--- src/rtl/instr_fetch_unit.sv ---
// Instruction fetch unit: owns the fetch PC, issues one memory read at a time,
// buffers returned words in a small FIFO and hands them out over valid/ready.
module instr_fetch_unit #(
  parameter logic [31:0] RESET_PC   = 32'h0000_0000,
  parameter int          FIFO_DEPTH = 2
) (
  input  logic        clk,
  input  logic        clr,
  output logic        mem_req,
  output logic [31:0] mem_addr,
  input  logic        mem_ack,
  input  logic [31:0] mem_rdata,
  input  logic        branch_valid,
  input  logic [31:0] branch_target,
  output logic [31:0] instruction,
  output logic [31:0] instr_pc,
  output logic        instr_valid,
  input  logic        instr_ready
);

  localparam int PTR_W = (FIFO_DEPTH > 1) ? $clog2(FIFO_DEPTH) : 1;
  localparam int CNT_W = PTR_W + 1;
  localparam logic [CNT_W-1:0] DEPTH_C = CNT_W'(FIFO_DEPTH);

  typedef enum logic [1:0] {
    S_IDLE,
    S_WAIT,
    S_DRAIN
  } state_t;

  state_t             state_reg, state_next;
  logic [31:0]        fetch_pc_reg, fetch_pc_next;
  logic               mem_req_reg, mem_req_next;
  logic [31:0]        mem_addr_reg, mem_addr_next;
  logic [CNT_W-1:0]   count_reg, count_next;
  logic [PTR_W-1:0]   wr_ptr_reg, wr_ptr_next;
  logic [PTR_W-1:0]   rd_ptr_reg, rd_ptr_next;

  logic [31:0]        fifo_word_reg [FIFO_DEPTH];
  logic [31:0]        fifo_pc_reg   [FIFO_DEPTH];
  logic [FIFO_DEPTH-1:0] slot_we;

  logic               ack_live;
  logic               do_push;
  logic               do_pop;
  logic               room_after;
  logic [31:0]        pc_inc;
  logic [31:0]        target_aligned;

  // An ack only counts while a request is outstanding in WAIT; a redirect
  // in the same cycle turns it into a discarded stale word.
  assign ack_live       = mem_ack && (state_reg == S_WAIT);
  assign do_push        = ack_live && !branch_valid;
  assign do_pop         = instr_valid && instr_ready;
  assign pc_inc         = fetch_pc_reg + 32'd4;
  assign target_aligned = {branch_target[31:2], 2'b00};

  always_comb begin
    count_next  = count_reg;
    wr_ptr_next = wr_ptr_reg;
    rd_ptr_next = rd_ptr_reg;
    if (branch_valid) begin
      count_next  = '0;
      wr_ptr_next = '0;
      rd_ptr_next = '0;
    end else begin
      count_next = count_reg + CNT_W'(do_push) - CNT_W'(do_pop);
      if (do_push) wr_ptr_next = wr_ptr_reg + PTR_W'(1);
      if (do_pop)  rd_ptr_next = rd_ptr_reg + PTR_W'(1);
    end
  end

  assign room_after = (count_next < DEPTH_C);

  always_comb begin
    state_next    = state_reg;
    fetch_pc_next = fetch_pc_reg;
    mem_req_next  = mem_req_reg;
    mem_addr_next = mem_addr_reg;
    case (state_reg)
      S_IDLE: begin
        if (branch_valid) begin
          fetch_pc_next = target_aligned;
        end else if (count_reg < DEPTH_C) begin
          mem_req_next  = 1'b1;
          mem_addr_next = fetch_pc_reg;
          state_next    = S_WAIT;
        end
      end
      S_WAIT: begin
        if (branch_valid) begin
          fetch_pc_next = target_aligned;
          mem_req_next  = 1'b0;
          state_next    = mem_ack ? S_IDLE : S_DRAIN;
        end else if (mem_ack) begin
          fetch_pc_next = pc_inc;
          if (room_after) begin
            mem_addr_next = pc_inc;
          end else begin
            mem_req_next = 1'b0;
            state_next   = S_IDLE;
          end
        end
      end
      S_DRAIN: begin
        mem_req_next = 1'b0;
        if (branch_valid) fetch_pc_next = target_aligned;
        // The ack retires the abandoned request; its data is dropped.
        if (mem_ack) begin
          if (branch_valid || !room_after) begin
            state_next = S_IDLE;
          end else begin
            mem_req_next  = 1'b1;
            mem_addr_next = fetch_pc_reg;
            state_next    = S_WAIT;
          end
        end
      end
      default: begin
        mem_req_next = 1'b0;
        state_next   = S_IDLE;
      end
    endcase
  end

  always_ff @(posedge clk or posedge clr) begin
    if (clr) begin
      state_reg    <= S_IDLE;
      fetch_pc_reg <= RESET_PC;
      mem_req_reg  <= 1'b0;
      mem_addr_reg <= RESET_PC;
      count_reg    <= '0;
      wr_ptr_reg   <= '0;
      rd_ptr_reg   <= '0;
    end else begin
      state_reg    <= state_next;
      fetch_pc_reg <= fetch_pc_next;
      mem_req_reg  <= mem_req_next;
      mem_addr_reg <= mem_addr_next;
      count_reg    <= count_next;
      wr_ptr_reg   <= wr_ptr_next;
      rd_ptr_reg   <= rd_ptr_next;
    end
  end

  for (genvar gi = 0; gi < FIFO_DEPTH; gi++) begin : g_slot_we
    assign slot_we[gi] = do_push && (wr_ptr_reg == PTR_W'(gi));
  end

  // Payload storage needs no reset: the outputs are gated by instr_valid.
  always_ff @(posedge clk) begin
    for (int i = 0; i < FIFO_DEPTH; i++) begin
      if (slot_we[i]) begin
        fifo_word_reg[i] <= mem_rdata;
        fifo_pc_reg[i]   <= fetch_pc_reg;
      end
    end
  end

  assign instr_valid = (count_reg != '0);
  assign instruction = instr_valid ? fifo_word_reg[rd_ptr_reg] : 32'h0;
  assign instr_pc    = instr_valid ? fifo_pc_reg[rd_ptr_reg]   : 32'h0;
  assign mem_req     = mem_req_reg;
  assign mem_addr    = mem_addr_reg;

endmodule

--- config.mk ---
export PLATFORM = sky130hd
export DESIGN_NAME = instr_fetch_unit
export DESIGN_NICKNAME = d
export VERILOG_FILES = /design/src/rtl/instr_fetch_unit.sv
export SDC_FILE = /design/constraint.sdc
export NUM_CORES = 1
export LEC_CHECK = 0
export CORE_MARGIN = 2
export CORE_UTILIZATION = 47
export CTS_CLUSTER_DIAMETER = 80
export DETAILED_ROUTE_END_ITERATION = 8
export GPL_TIMING_DRIVEN = 1
export PLACE_DENSITY = 0.76
export SKIP_CTS_REPAIR_TIMING = 1
export SLEW_MARGIN = 20
export SYNTH_ARGS = -nofsm -noshare
export SYNTH_HDL_FRONTEND = slang
export SYNTH_SLANG_ARGS = --single-unit
--- constraint.sdc ---
create_clock -name clk -period 3.7 [get_ports clk]
set_input_delay 0.555 -clock clk [delete_from_list [all_inputs] [get_ports clk]]
set_output_delay 0.555 -clock clk [all_outputs]
set_load 0.03 [all_outputs]
Word level (Yosys, flattened, before mapping):

Memories as Yosys holds them, arrays and structs flattened.
Index checks and enable logic that the tools add are counted.

* bits in registers: 71
* memory bits (writable): 128
* output and inout port bits: 98
* memories kept: 2
* input bits: 69

Memory list
* fifo_pc_reg: words 2, bits a word 32, rd ports 1, clocked after Yosys merged registers in 0, wr ports 1, line 40 `logic [31:0] fifo_pc_reg [FIFO_DEPTH];`
* fifo_word_reg: words 2, bits a word 32, rd ports 1, clocked after Yosys merged registers in 0, wr ports 1, line 39 `logic [31:0] fifo_word_reg [FIFO_DEPTH];`

* reductions and logical operators: 21
* add/sub/neg operators: 5
* multiplexer cells: 46
* magnitude comparators: 2
* bitwise logic cells: 1
* equality and inequality tests: 12

Operator list (number)
* 32-bit 2-to-1 mux: 14
* 32-bit case mux with 3 select lines: 1
* 32-bit case mux with 2 select lines: 1
* 32-bit OR reduction: 2
* 32-bit by 3-bit adder with 32-bit output, second input constant: 1
* 1-bit 2-to-1 mux: 20
* 2-bit 2-to-1 mux: 8
* 2-bit != test, second input constant: 7
* 8-bit AND reduction: 1
* 2-bit nonzero test: 4
* 3-bit != test, second input constant: 2
* 2-bit case mux with 3 select lines: 1
* 1-bit logical AND: 5
* 5-bit AND reduction: 1
* 2-bit less-than comparator, second input constant: 2
* 4-bit AND reduction: 1
* 1-bit case mux with 3 select lines: 1
* 3-bit AND reduction: 1
* 3-bit nonzero test: 1
* 1-bit adder, second input constant: 2
* 2-bit by 1-bit adder with 2-bit output: 1
* 2-bit by 1-bit equality test with 1-bit output, second input constant: 1
* 2-bit equality test, second input constant: 1
* 1-bit zero test: 2
* 6 further kinds: 6

Logic depth before layout (Yosys ltp):

* depth in word-level cells: 12
* gate-level depth with buffers: 13
* mapped depth without buffers: 11

Worst setup path before layout:

Ideal clock, no wire load.

* kind: input -> register
* start point: input branch_valid
* end point: memory fifo_pc_reg[0][10], enable pin
* required time: 3.218 ns
* data arrival time: 3.626 ns
* cell stages on the path: 3
* path buffers: 0
* path slack: -0.408 ns
* setup time: 0.482 ns
* cells stage by stage: nor4bb_1 -> inv_1 -> nor2_1

RTL lines
* start: declaration: line 13 `input logic branch_valid,`
* 1-bit zero test: line 53 `assign do_push = ack_live && !branch_valid;`
* 1-bit logical AND: line 53
* 1-bit logical AND: line 147 `assign slot_we[gi] = do_push && (wr_ptr_reg == PTR_W'(gi));`
* net slot_we[0]: line 41 `logic [FIFO_DEPTH-1:0] slot_we;`
* 1-bit 2-to-1 mux: line 153 `if (slot_we[i]) begin`
* 1-bit 2-to-1 mux (not written as such): line 155 `fifo_pc_reg[i] <= fetch_pc_reg;`
* 1-bit 2-to-1 mux (no line)
* end: declaration: line 40

The timed path passes the listed nets, and every way through them passes these cells.

Final worst setup path:

* start point: input mem_ack
* end point: register mem_addr_reg[11], in the netlist mem_addr[11]

* cells in the longest elaborated chain, start to end: 10

RTL lines
* start: declaration: line 11 `input logic mem_ack,`
* 1-bit logical AND: line 52 `assign ack_live = mem_ack && (state_reg == S_WAIT);`
* 1-bit logical AND: line 53
* 2-bit by 1-bit adder with 2-bit output: line 67 `count_next = count_reg + CNT_W'(do_push) - CNT_W'(do_pop);`
* 2-bit by 1-bit subtractor with 2-bit output: line 67
* 2-bit 2-to-1 mux: line 62 `if (branch_valid) begin`
* 2-bit less-than comparator: line 73 `assign room_after = (count_next < DEPTH_C);`
* 1-bit zero test: line 110 `if (branch_valid || !room_after) begin`
* 1-bit logical OR: line 110
* 2-bit != test (no line)
* 8-bit AND reduction (no line) *
* end signal: assignment: line 139 `mem_addr_reg <= mem_addr_next;`
* end: declaration: line 34 `logic [31:0] mem_addr_reg, mem_addr_next;`

Mark *: on every way between the ends. The rest lies on a longest branch, timed or not.
A chain may end at the register's enable or synchronous reset.

==> run metrics <==
Peak Freq=0.313 GHz; clk_lat worst skew=0.43 ns; CTS root buffer=clkbuf_16; Worst setup EP type=flip-flop; Worst Hold Class=reg -> reg; DRT iter0 DRCs=523; Final Util=0.622; WHS=0.474 ns; Slew headroom=0.387; # DRC=0; Post-Syn Area per Cell=11.8 µm²; synthesized area=8570 µm²; Worst R2R Path Depth=10; Crit path arrival time=3.51 ns; Core ar.=17,900 µm²; first-pass GRT wire length=31.8 mm; Final Cell Area=11,100 µm²; hpwl dp=13.5 mm; routability congestion estimate=0.843; Crit Path Max Fanout=58; Fill cells=1,408; final hold viol count=0; worst r2r src=state_reg[1]; Remaining Overflow, GRT=0; ranking of synthesized cells by area=edfxtp_1 43%, dfrtp_1 20%, mux2i_1 7.5%; Final min period=3.20 ns; share of the synthesized area in the top cell type=0.434; vias in the first global route=5,890; H-tree Lvls=4; commonest non-fill, non-tap cell in the layout=clkdlybuf4s50_1; Post-Route WL=20.0 mm; power per cell area=857 nW/µm²; Pwr Total=9.54 mW; critical path class=in -> reg; Initial DRT Pass Iterations=6; Setup Viol. Count Final=0; DRT antenna net count=0; CTS tree=yes; Total GRT Usage=0.209; ANT cells=0; CP Cell Sequence=clkdlybuf4s50_1 -> nor4bb_1 -> inv_1 -> ha_1 -> inv_1 -> ha_1 -> xor2_1 -> a2111oi_0 -> nor3_2 -> buf_12 -> mux2_2; DR vias/cell=5.52; initial core utilization=0.479; status=completed; Least-Margin Pin Slew=0.913 ns; CP max stage delay=0.49 ns; Hold Startpoint=mem_addr[16]; worst min-delay path endpoint=mem_addr[16]; fin. max-slew vios=0; area of the multi-input gates=2970 µm²; Synth Instances=727; Leakage=3.95 nW; Largest register FFs=64; Post-synth EDFFs=124; I/O pin cnt=167; Layout area overhead=30.0%; final instance count without filler cells=1,120; sequential fraction of the synthesis area=0.630; Setup Skew=0.00875 ns; Post-Place Setup Slack=0.0703 ns; Most used DFF post-synth=edfxtp_1; worst vdd ir=0.509 mV; Slowest-stage cell, CP=nor4bb_1; DIE AREA=19,300 µm²; clock-pin slew on the worst setup and hold paths=0.06 ns; r2r endpoint=mem_addr[11]; chip height=139 µm; share of post-route cells with drive strength above 1=0.0797; num rows=49; CTS Buffer Depth=2; largest net degree at the start of global routing=63; register area=5400 µm²; asr flop ratio synth=0.351; port buffer count=160; Placed Cells=1,088; Yosys top cell by area=edfxtp_1; drt wl/cell=17.8 µm; synth warn=0; worst endpoint required time=4.01 ns; Yosys reg bits=191; Cell Area, Placed=10,500 µm²; DR vias=6,185; initial antenna violation count=0; startpoint types=input pin; post-route clock period utilization=0.864; Clock Sinks=191; final setup margin=0.504 ns; worst reg-to-reg setup slack=0.57 ns; Die X=139 µm; Netlist cell types=50; hold depth=2; Max-Cap Viols=0; Final #Nets=950; leading cell types in the layout, fill and taps excluded=160 x clkdlybuf4s50_1, 124 x edfxtp_1, 90 x nor2_1, 66 x dfrtp_1, 64 x mux2i_1; total negative slack=0 ns; RSZ-0062 raised after global routing=no; Num CTS Buffers=17
[per-layer routing]
layer  GRT usage  vias up  share of wire
met5           0        -              0
met1       0.289     3001           0.44
li1            -     2936              -
met2       0.338      220           0.49
met3      0.0418       28          0.059
met4      0.0633        0          0.016
[logic make-up (layout without fill, tap and decap cells)]
logic type | count (synthesis) | after routing | share of synthesized area
AOI/OAI and AO/OA | 127 | 127 | 0.0879
xor gates and xnor gates | 33 | 33 | 0.0337
adders and majority gates | 3 | 3 | 0.00438
buffers and inverters | 62 | 223 | 0.0298
DFF | 191 | 191 | 0.630
muxes | 68 | 68 | 0.0800
other | 1 | 4 | 0.000438
and+or+nand+nor | 242 | 242 | 0.134
[worst max-delay path by stage]
stage                     cells after the start    startpoint            endpoint  slack [ns]
after CTS                                    11       mem_ack        mem_addr[11]        0.52
final                                        11       mem_ack        mem_addr[11]        0.50
after global placement                       11       mem_ack        mem_addr[11]        0.14
after floorplan                               3  branch_valid  fifo_pc_reg[0][10]        0.62
after global routing                         11       mem_ack        mem_addr[11]        0.27
after detailed placement                     11       mem_ack        mem_addr[11]        0.07
[report_power, final]
part / total [mW] / switching [mW] / leakage, nW / internal (mW)
combinational: 4.12 / 2.44 / 1.74 / 1.68
sequential: 3.50 / 0.633 / 1.91 / 2.87
clock: 1.92 / 0.785 / 0.293 / 1.13
[synthesized netlist by cell type (all sizes together) (9+ instances only)]
cell,count
a21oi,37
and3,11
buf,15
clkbuf,38
dfrtp,67
edfxtp,124
inv,9
mux2i,64
nand2,59
nand3,26
nand4,15
nor2,92
nor4,9
o21ai,47
o22ai,11
xnor2,16
xor2,17
[worst max-delay path, delay by kind of cell]
family	cells	cell delay (ns)
mux	1	0.36
xor+xnor	1	0.27
buf+inv	4	0.94
fa+ha+maj	2	0.48
compound gates	1	0.14
simple gates	2	0.74
[cell type report]
type                       count  area share
clock buffer                  19      0.0389
sequential                   191       0.485
tap                          229      0.0257
multi-input combinational    477       0.266
clock inverter                13      0.0167
inverter                       9     0.00303
timing repair buffer         182       0.164
Power figures use the tool's default switching activity.
